--- config.mk ---
export PLATFORM = sky130hd
export DESIGN_NAME = alu_arbiter
export DESIGN_NICKNAME = d
export VERILOG_FILES = /design/src/rtl/alu_arbiter.sv
export SDC_FILE = /design/constraint.sdc
export NUM_CORES = 1
export LEC_CHECK = 0
export CELL_PAD_IN_SITES_DETAIL_PLACEMENT = 0
export CELL_PAD_IN_SITES_GLOBAL_PLACEMENT = 2
export CORE_ASPECT_RATIO = 1.5
export CORE_MARGIN = 8
export CORE_UTILIZATION = 13
export CTS_CLUSTER_DIAMETER = 30
export CTS_CLUSTER_SIZE = 40
export DETAILED_ROUTE_END_ITERATION = 7
export GPL_ROUTABILITY_DRIVEN = 0
export MAX_ROUTING_LAYER = met4
export PLACE_DENSITY_LB_ADDON = 0.1
export SLEW_MARGIN = 5
export SYNTH_ARGS = -nofsm -noshare
export SYNTH_HDL_FRONTEND = slang
export SYNTH_SLANG_ARGS = --single-unit
--- constraint.sdc ---
create_clock -name clk -period 3.66 [get_ports clk]
set_clock_uncertainty 0.1 [all_clocks]
set_input_delay 0.366 -clock clk [delete_from_list [all_inputs] [get_ports clk]]
set_output_delay 0.366 -clock clk [all_outputs]
set_load 0.01 [all_outputs]
--- src/rtl/alu_arbiter.sv ---
// Purpose: round-robin arbiter sharing one combinational alu between two requesters, with a one-entry result buffer.
// Latency: a result appears on rsp_data one cycle after its request is accepted (reqN_valid & reqN_ready).
// Backpressure: the buffer accepts a new request when empty or when being drained the same cycle; otherwise both readys stay low.
module alu_arbiter #(
    parameter int WIDTH = 32
) (
    input  logic             clk,
    input  logic             rst,

    // requester 0
    input  logic             req0_valid,
    output logic             req0_ready,
    input  logic [2:0]       req0_op,
    input  logic [WIDTH-1:0] req0_x,
    input  logic [WIDTH-1:0] req0_y,

    // requester 1
    input  logic             req1_valid,
    output logic             req1_ready,
    input  logic [2:0]       req1_op,
    input  logic [WIDTH-1:0] req1_x,
    input  logic [WIDTH-1:0] req1_y,

    // shared combinational alu
    output logic [2:0]       alu_op,
    output logic [WIDTH-1:0] alu_x,
    output logic [WIDTH-1:0] alu_y,
    input  logic [WIDTH-1:0] alu_out,

    // buffered response
    output logic             rsp_valid,
    output logic             rsp_id,
    output logic [WIDTH-1:0] rsp_data,
    input  logic             rsp_ready
);

    // Result buffer occupancy.
    localparam logic [0:0] EMPTY = 1'b0;
    localparam logic [0:0] FULL  = 1'b1;

    logic [0:0] state;
    logic       last_grant;   // index of the requester granted most recently
    logic       can_accept;
    logic       pick0;
    logic       grant0;
    logic       grant1;
    logic       grant_any;

    // The buffer can take a new result when empty, or when its current result leaves this cycle.
    // Reset gates everything so no request is acknowledged while rst is high.
    always_comb begin
        can_accept = 1'b0;
        if (!rst) begin
            can_accept = (state == EMPTY) || rsp_ready;
        end
    end

    // Single requester wins outright; on a tie the one not granted last time wins.
    always_comb begin
        pick0     = req0_valid && (!req1_valid || last_grant);
        grant0    = can_accept && pick0;
        grant1    = can_accept && req1_valid && !pick0;
        grant_any = grant0 || grant1;
    end

    assign req0_ready = grant0;
    assign req1_ready = grant1;

    // Steer the granted requester's operation onto the alu; park the alu at zero otherwise.
    always_comb begin
        alu_op = 3'd0;
        alu_x  = '0;
        alu_y  = '0;
        if (grant0) begin
            alu_op = req0_op;
            alu_x  = req0_x;
            alu_y  = req0_y;
        end else if (grant1) begin
            alu_op = req1_op;
            alu_x  = req1_x;
            alu_y  = req1_y;
        end
    end

    // Buffer state: load on grant (also when draining, for full throughput), empty on drain alone.
    always_ff @(posedge clk or posedge rst) begin
        if (rst) begin
            state <= EMPTY;
        end else if (grant_any) begin
            state <= FULL;
        end else if ((state == FULL) && rsp_ready) begin
            state <= EMPTY;
        end
    end

    // Captured result and owner; held untouched unless a new grant lands.
    always_ff @(posedge clk or posedge rst) begin
        if (rst) begin
            rsp_data <= '0;
            rsp_id   <= 1'b0;
        end else if (grant_any) begin
            rsp_data <= alu_out;
            rsp_id   <= grant1;
        end
    end

    // Round-robin pointer; starts at 1 so requester 0 wins the first tie.
    always_ff @(posedge clk or posedge rst) begin
        if (rst) begin
            last_grant <= 1'b1;
        end else if (grant_any) begin
            last_grant <= grant1;
        end
    end

    assign rsp_valid = (state == FULL);

endmodule

# [Word-level counts from Yosys, hierarchy flattened]
# Index checks and enable logic that the tools add are counted.
# Widths: inputs -> output; s select.
[totals] register_bits=35 input_bits=171 out_inout_bits=103 elab_cells=25
[classes] muxes=9 bitwise_logic=1 reduce_logical=11
[op_table] operator="$mux 32" n=4
[op_table] operator="$mux 3" n=2
[op_table] operator="$logic_and 1x1->1" n=5
[op_table] operator="$logic_or 1x1->1" n=3
[op_table] operator="$mux 1" n=3
[op_table] operator="$logic_not 1->1" n=2
[op_table] operator="$reduce_bool 2->1" n=1
[op_table] operator="$not 1->1" n=1

# [Depth between registers and ports, before layout]
# Gate-level depths: netlist (run 1).
[logic_depth] ltp_word=7 ltp_mapped=6 ltp_nobuf=3

# [Least setup slack after synthesis (run 1)]
# OpenSTA, ideal clock, no wires.
[synth_path] kind="reg-to-output" start="register state, in the netlist rsp_valid" end="output alu_y[13]" arrival_time_ns=1.556 required_time_ns=3.194 path_slack_ns=1.638 path_stages_with_launch=7 path_cell_list="dfrtp_1 -> nor2b_1 -> buf_2 -> a2111oi_4 -> buf_4 -> buf_6 -> a22o_1"
[synth_via] elab_chain_cells=7 elab_cells_between_ends=8 cone_classes="mux (3); bitwise (1); reduce/logical (4)"
[synth_rtl] element="from (decl)" line_no="41" rtl="logic [0:0] state;"
[synth_rtl] element="from (signal assigned)" line_no="88" rtl="state <= EMPTY;"
[synth_rtl] element="from (signal assigned)" line_no="90" rtl="state <= FULL;"
[synth_rtl] element="from (signal assigned)" line_no="92" rtl="state <= EMPTY;"
[synth_rtl] element="$not 1->1 (*)" line_no="54" rtl="can_accept = (state == EMPTY) || rsp_ready;"
[synth_rtl] element="$logic_or 1x1->1 (*)" line_no="54"
[synth_rtl] element="$mux 1 (*)" line_no="53" rtl="if (!rst) begin"
[synth_rtl] element="$logic_and 1x1->1 (2 in series)" line_no="62" rtl="grant1 = can_accept && req1_valid && !pick0;"
[synth_rtl] element="$mux 32" line_no="78" rtl="end else if (grant1) begin"
[synth_rtl] element="$mux 32 (*)" line_no="74" rtl="if (grant0) begin"
[synth_rtl] element="to (decl)" line_no="27" rtl="output logic [WIDTH-1:0] alu_y,"
# Mark *: on every way between the ends. The rest lies on a longest branch, timed or not.

# [Worst setup path after layout (run 1)]
[layout_path] start="input rst" end="output alu_y[21]"
[layout_via] elab_chain_cells=5 elab_cells_between_ends=6 cone_classes="mux (3); reduce/logical (3)"
[layout_rtl] element="from (decl)" line_no="8" rtl="input logic rst,"
[layout_rtl] element="$mux 1 (*)" line_no="53"
[layout_rtl] element="$logic_and 1x1->1 (2 in series)" line_no="62"
[layout_rtl] element="$mux 32" line_no="78"
[layout_rtl] element="$mux 32 (*)" line_no="74"
# Marked as above.

==> results of run 1 <==
==> layout by cell type, fill, tap and decap left out <==
master	count
clkdlybuf4s50_1	273
a22o_1	67
dfrtp_1	34
mux2_2	29
clkbuf_16	5
inv_1	3
mux2_1	3
buf_12	3
diode_2	2
inv_2	2
a2111oi_4	2
nor2b_1	1
a211oi_4	1
o31ai_1	1
o41ai_1	1
o21bai_1	1
or2_2	1
clkinv_2	1
clkinvlp_4	1
clkbuf_1	1
dfstp_2	1
buf_4	1
==> worst max-delay path: cells and delay by family <==
family,cells,cell delay [ps]
compound gates,2,670
buf+inv,3,1570
==> kinds of logic (layout without fill, tap and decap cells) <==
logic type | count (synthesis) | in the layout | synth area share (%)
and+or+nand+nor | 2 | 2 | 0.6072
muxes | 32 | 32 | 17.48
DFF | 35 | 35 | 42.54
AOI/OAI and AO/OA | 73 | 73 | 33.25
buffers and inverters | 24 | 290 | 6.129
other | 0 | 2 | 0
==> routing by layer <==
metal / wire length, um / track usage, %
met5: 0 / -
met4: 121 / 2.982
met3: 1511 / 5.904
met2: 7203 / 24.31
met1: 5071 / 13.33
==> power groups by stage <==
| stage | sequential [mW] | combinational (mW) | clock (mW) |
|---|---|---|---|
| global route | 0.511 | 0.812 | 0.448 |
| CTS | 0.502 | 0.777 | 0.441 |
| global placement | 0.504 | 0.778 | 0 |
| detailed placement | 0.507 | 0.774 | 0 |
| floorplan | 0.537 | 0.231 | 0 |
| finish | 0.501 | 0.759 | 0.413 |
==> cell type report <==
cell class              count  share of cell area (%)
repair buffers            277                   54.32
multi-input cells         107                   20.53
flip-flops and latches     35                   17.01
well taps                 203                   4.927
clock buffers               6                   2.500
inverters                   5                  0.3641
clock inverters             2                  0.2427
diodes                      2                 0.09709
==> worst min-delay path by stage <==
stage / cells after the start / slack, ps / end / startpoint
floorplan: 1 / 400 / rsp_data[15] / alu_out[15]
global placement: 1 / 370 / rsp_data[21] / rsp_data[21]
detailed placement: 1 / 380 / rsp_data[15] / rsp_data[15]
CTS: 1 / 400 / rsp_data[15] / rsp_data[15]
global route: 1 / 410 / rsp_data[15] / rsp_data[15]
finish: 1 / 390 / rsp_data[15] / rsp_data[15]
==> state kept, by name, summed over array words and instances, names as in the netlist <==
register and cells:
rsp_data 32, last_grant 1, rsp_id 1, rsp_valid 1
==> per-stage QoR <==
stage	hold slack (ps)	cell area, sq um
2_1_floorplan	400.7	2062
3_3_place_gp	371.0	5009
3_5_place_dp	379.3	5009
4_1_cts	398.1	5150
5_1_grt	414.1	5155
6_report	391.2	5155
==> flow_metrics.tcl, run 1 <==
set metrics [dict create \
    status "completed" \
    wl_per_cell_um 21.83 \
    cts_root_buffer "clkbuf_16" \
    area_growth_pct 150.0 \
    final_util_pct 33.14 \
    p_int_mw 1.204 \
    maxCapViolations 0 \
    synth_fp_nets 337 \
    post-route-period-util_pct 83.99 \
    cts_buffer_depth 2 \
    finalWirelength_um 13910 \
    row_count 56 \
    ir_worst_vdd_v 0.0002475 \
    cpMostUsedCell "clkdlybuf4s50_1" \
    r2r_cells 4 \
    synth_most_common_cell "a22o_1" \
    p_switching_mw 0.4690 \
    path_cells "clkdlybuf4s50_1 -> a2111oi_4 -> buf_12 -> a22o_1 -> clkdlybuf4s50_1" \
    power_frac_clock_pct 24.7 \
    grt_pass1_vias 2903 \
    synthFlopType "dfrtp_1" \
    cellPowerDensity_nw_per_um2 324.5 \
    finalHoldViolations 0 \
    setup_violations 0 \
    fin_setup_tns_ps 0 \
    yosysWarnings 0 \
    crit_start "rst" \
    overflow 0 \
    place_ws_ps 526.3 \
    crit_fanout 69 \
    switching_share_pct 28.03 \
    worstPathArrival_ps 2610 \
    core-area_sq_um 15550 \
    antenna_found_initial 2 \
    synth.distinct_cells 18 \
    numClockSinks 35 \
    tritoncts "built" \
    slew_violations 0 \
    post-dp-hpwl_um 11830 \
    cts-hold-fix-buffers 0 \
    yosys-top-cells-area "dfrtp_1, a22o_1, mux2_2" \
    fp.dieH_um 170.2 \
    multi_input_area_sq_um 1059 \
    clk_pin_slew_ps 60 \
    dr.pass1.iters 4 \
    ff2ff_setup_slack_ps 1630 \
    worstPathRequired_ps 3190 \
    instances_no_fill 637 \
    clock.fmax_mhz 325.3 \
    drive_above_1_share_pct 10.88 \
    drt-initial-drc-count 105 \
    dp.cells 627 \
    worstSetupEndpoint "alu_y[21]" \
    design_power_total_mw 1.673 \
    die_w_um 118.8 \
    synth_async_sr_flop_share_pct 100.0 \
    sequentialPowerShare_pct 30.0 \
    synthesis.area_per_instance_sq_um 12.42 \
    ys_ff_latch 35 \
    fp.dieArea_sq_um 20230 \
    netlist_area_sq_um 2062 \
    ys_top_cells_by_count "a22o_1, dfrtp_1, mux2_2, buf_2, buf_4" \
    start_util_pct 13.26 \
    synth_edf_count 0 \
    critPathSlowestCell "clkdlybuf4s50_1" \
    grt_max_degree 70 \
    post-route-min-period_ps 3074 \
    post-synth-top-area-cell "dfrtp_1" \
    ant_nets 0 \
    ys_seq_area_share_pct 42.54 \
    n_fill_cell 1614 \
    pwr-share-comb_pct 45.3 \
    grt_first_pass_wirelength_um 19930 \
    critPathMaxStageDelay_ps 630 \
    clk_latency_ps 280 \
    max_slew_margin_pct 50.03 \
    synth_cells 166 \
    htreeDepth 2 \
    cts_setup_buffers 0 \
    setup_slack_ps 586.1 \
    leakagePower_nw 1.950 \
    post-route-drc-count 0 \
    path_class "primary input to output port" \
    via_per_inst 4.047 \
    post_cts_resized 0 \
    fin_nets 602 \
    tightest_slew_ps 747.9 \
    endpoint_kind "output port" \
    seqCellArea_sq_um 877.1 \
    startpoint_type "primary input" \
    num_vias 2578 \
    grt_usage_pct 13.57 \
    rsz0062_at_grt "false" \
    io_pins 274 \
    yosys.area.top_type_share_pct 41.26 \
    holdCritPathClass "flop to flop" \
    numCtsBuffers 5 \
    port_buffers 273 \
    r2r_start "rsp_valid" \
    r2r_end "rsp_data[2]" \
]
(Power assumes the default switching activity.)
==> inputs of run 2 (changes only) <==
--- a/config.mk
+++ b/config.mk
@@ -9,7 +9,7 @@
 export CELL_PAD_IN_SITES_GLOBAL_PLACEMENT = 2
 export CORE_ASPECT_RATIO = 1.5
 export CORE_MARGIN = 8
-export CORE_UTILIZATION = 13
+export CORE_UTILIZATION = 11
 export CTS_CLUSTER_DIAMETER = 30
 export CTS_CLUSTER_SIZE = 40
 export DETAILED_ROUTE_END_ITERATION = 7
==> constraint.sdc (replaced) <==
create_clock -name clk -period 2.46 [get_ports clk]
set_clock_uncertainty 0.1 [all_clocks]
set_input_delay 0.246 -clock clk [delete_from_list [all_inputs] [get_ports clk]]
set_output_delay 0.246 -clock clk [all_outputs]
set_load 0.01 [all_outputs]
==> run 2 against run 1 <==
Critical path depth increased by 3. Cell count increased by 12%. Non-clock buffer count increased by 29. Flip-flop and latch count unchanged. Sequential share of layout area decreased by 1.0 points. Largest power group unchanged. Highest routed layer unchanged.
==> flow_metrics.tcl, run 2 (synthesized netlist as in run 1, its figures left out) <==
set metrics [dict create \
    post-route-drc-count 0 \
    area_growth_pct 165.7 \
    row_count 61 \
    r2r_end "rsp_data[12]" \
    dp.cells 692 \
    status "completed" \
    post-dp-hpwl_um 11690 \
    via_per_inst 3.787 \
    finalHoldViolations 0 \
    cpMostUsedCell "buf_4" \
    dr.pass1.iters 4 \
    grt_first_pass_wirelength_um 19350 \
    place_ws_ps -384.2 \
    slew_violations 0 \
    tritoncts "built" \
    path_cells "buf_4 -> a2111oi_4 -> buf_12 -> buf_4 -> buf_4 -> buf_12 -> a22o_1 -> clkdlybuf4s15_2" \
    numClockSinks 35 \
    rsz0062_at_grt "true" \
    fp.dieArea_sq_um 23470 \
    post-route-period-util_pct 98.73 \
    setup_slack_ps 31.16 \
    cts_root_buffer "clkbuf_16" \
    clock.fmax_mhz 411.7 \
    num_vias 2700 \
    worstPathRequired_ps 2110 \
    die_w_um 127.8 \
    ant_nets 0 \
    holdCritPathClass "primary input to async pin" \
    numCtsBuffers 5 \
    grt_pass1_vias 2859 \
    drt-initial-drc-count 39 \
    antenna_cells 0 \
    tightest_slew_ps 535.7 \
    max_slew_margin_pct 64.25 \
    instances_no_fill 713 \
    regMostFlops "rsp_data" \
    critPathSlowestCell "dfstp_2" \
    crit_fanout 7 \
    endpoint_kind "output port" \
    largest_reg_flops 32 \
    clk_pin_slew_ps 60 \
    r2r_start "rsp_valid" \
    cellPowerDensity_nw_per_um2 463.1 \
    io_pins 274 \
    fp.dieH_um 183.7 \
    final_common_cell "clkdlybuf4s50_1" \
    fin_nets 631 \
    setup_violations 0 \
    ff2ff_setup_slack_ps 860 \
    core-area_sq_um 18470 \
    grt_max_degree 35 \
    path_class "flop to output port" \
    htreeDepth 2 \
    met2_length_um 7098 \
    startpoint_type "flop" \
    overflow 0 \
    r2r_cells 4 \
    clk_latency_ps 280 \
    layout_common_cells "clkdlybuf4s50_1, a22o_1, dfrtp_1" \
    cts_buffer_depth 2 \
    finalWirelength_um 13850 \
    worstPathArrival_ps 2080 \
    drive_above_1_share_pct 24.30 \
    post-route-min-period_ps 2429 \
    start_util_pct 11.16 \
    grt_usage_pct 11.27 \
    dr_wl_met3_um 1624 \
    wl_met1_um 4975 \
    antenna_found_initial 1 \
    leakagePower_nw 2.341 \
    routed.top_layer "met4" \
    critPathMaxStageDelay_ps 370 \
    maxCapViolations 0 \
    n_fill_cell 1954 \
    ir_worst_vdd_v 0.0004471 \
    wl_per_cell_um 19.42 \
    port_buffers 273 \
]
[run 2: cell count changes in the layout (fill, tap and decap cells not counted), moves of 2 or more]
| cell | before | now |
|---|---|---|
| clkdlybuf4s50_1 | 273 | 201 |
| dlygate4sd2_1 | 0 | 23 |
| buf_2 | 0 | 16 |
| buf_4 | 1 | 17 |
| clkdlybuf4s15_1 | 0 | 12 |
| clkbuf_2 | 0 | 10 |
| buf_12 | 3 | 11 |
| buf_6 | 0 | 6 |
| clkbuf_16 | 5 | 8 |
| clkdlybuf4s15_2 | 0 | 3 |
| diode_2 | 2 | 0 |
| dlymetal6s2s_1 | 0 | 2 |
[run 2: timing repair]
| item | in CTS | in global routing |
|---|---|---|
| gates cloned | 1 | 2 |
| setup buffers | 9 | 1 |
| hold buffers | 0 | 0 |
| endpoints found under the setup margin | 67 | 16 |
| hold endpoints to repair | 0 | 0 |
| pin swaps | 2 | 1 |
| gates resized for setup | 139 | 41 |
[run 2: report_power, final]
part,internal (mW),leakage (nW),switching (mW)
clock,0.374,0.0669,0.243
sequential,0.686,0.409,0.0516
combinational,0.760,1.87,0.424
[run 2: worst max-delay path: cells and delay by family, from the launching register on]
| kind | cells | cell delay, ps |
|---|---|---|
| DFF | 1 | 370 |
| buffers and inverters | 6 | 920 |
| AOI/OAI and AO/OA | 2 | 510 |
[run 2: how the worst max path moves through the flow]
stage | from | endpoint | slack, ps | cells past startpoint
floorplan | rsp_valid | alu_y[13] | 560 | 6
global placement | rsp_ready | alu_y[15] | -360 | 7
detailed placement | rsp_ready | alu_y[15] | -380 | 7
CTS | last_grant | alu_y[6] | 0.9 | 8
global route | last_grant | alu_x[11] | -60 | 8
finish | last_grant | alu_x[11] | 30 | 8
[run 2: metrics by stage]
stage | setup TNS (ps) | utilization, % | power (mW) | instance area, sq um | hold slack (ps)
2_1_floorplan | 0 | - | 1.143 | 2062 | 280.7
3_3_place_gp | -20180 | 28.61 | 1.966 | 5285 | 372.5
3_5_place_dp | -22130 | 28.61 | 1.965 | 5285 | 380.9
4_1_cts | 0 | 29.24 | 2.572 | 5400 | 337.5
5_1_grt | -189.1 | 29.66 | 2.690 | 5479 | 367.3
6_report | 0 | 29.66 | 2.537 | 5479 | 310.5
[run 2: layout make-up]
type,count,area (sq um),share of cell area [%]
Multi-Input combinational cell,107,1066,19.46
Sequential cell,35,877.1,16.01
Timing Repair Buffer,306,3060,55.86
Clock inverter,2,12.51,0.2284
Tap cell,252,315.3,5.755
Inverter,5,18.77,0.3425
Clock buffer,6,128.9,2.352
[run 2: per-layer routing]
layer / vias up / GRT usage (%)
met3: 11 / 4.878
li1: 1246 / -
met5: - / -
met1: 1257 / 10.66
met2: 186 / 20.72
met4: 0 / 2.197
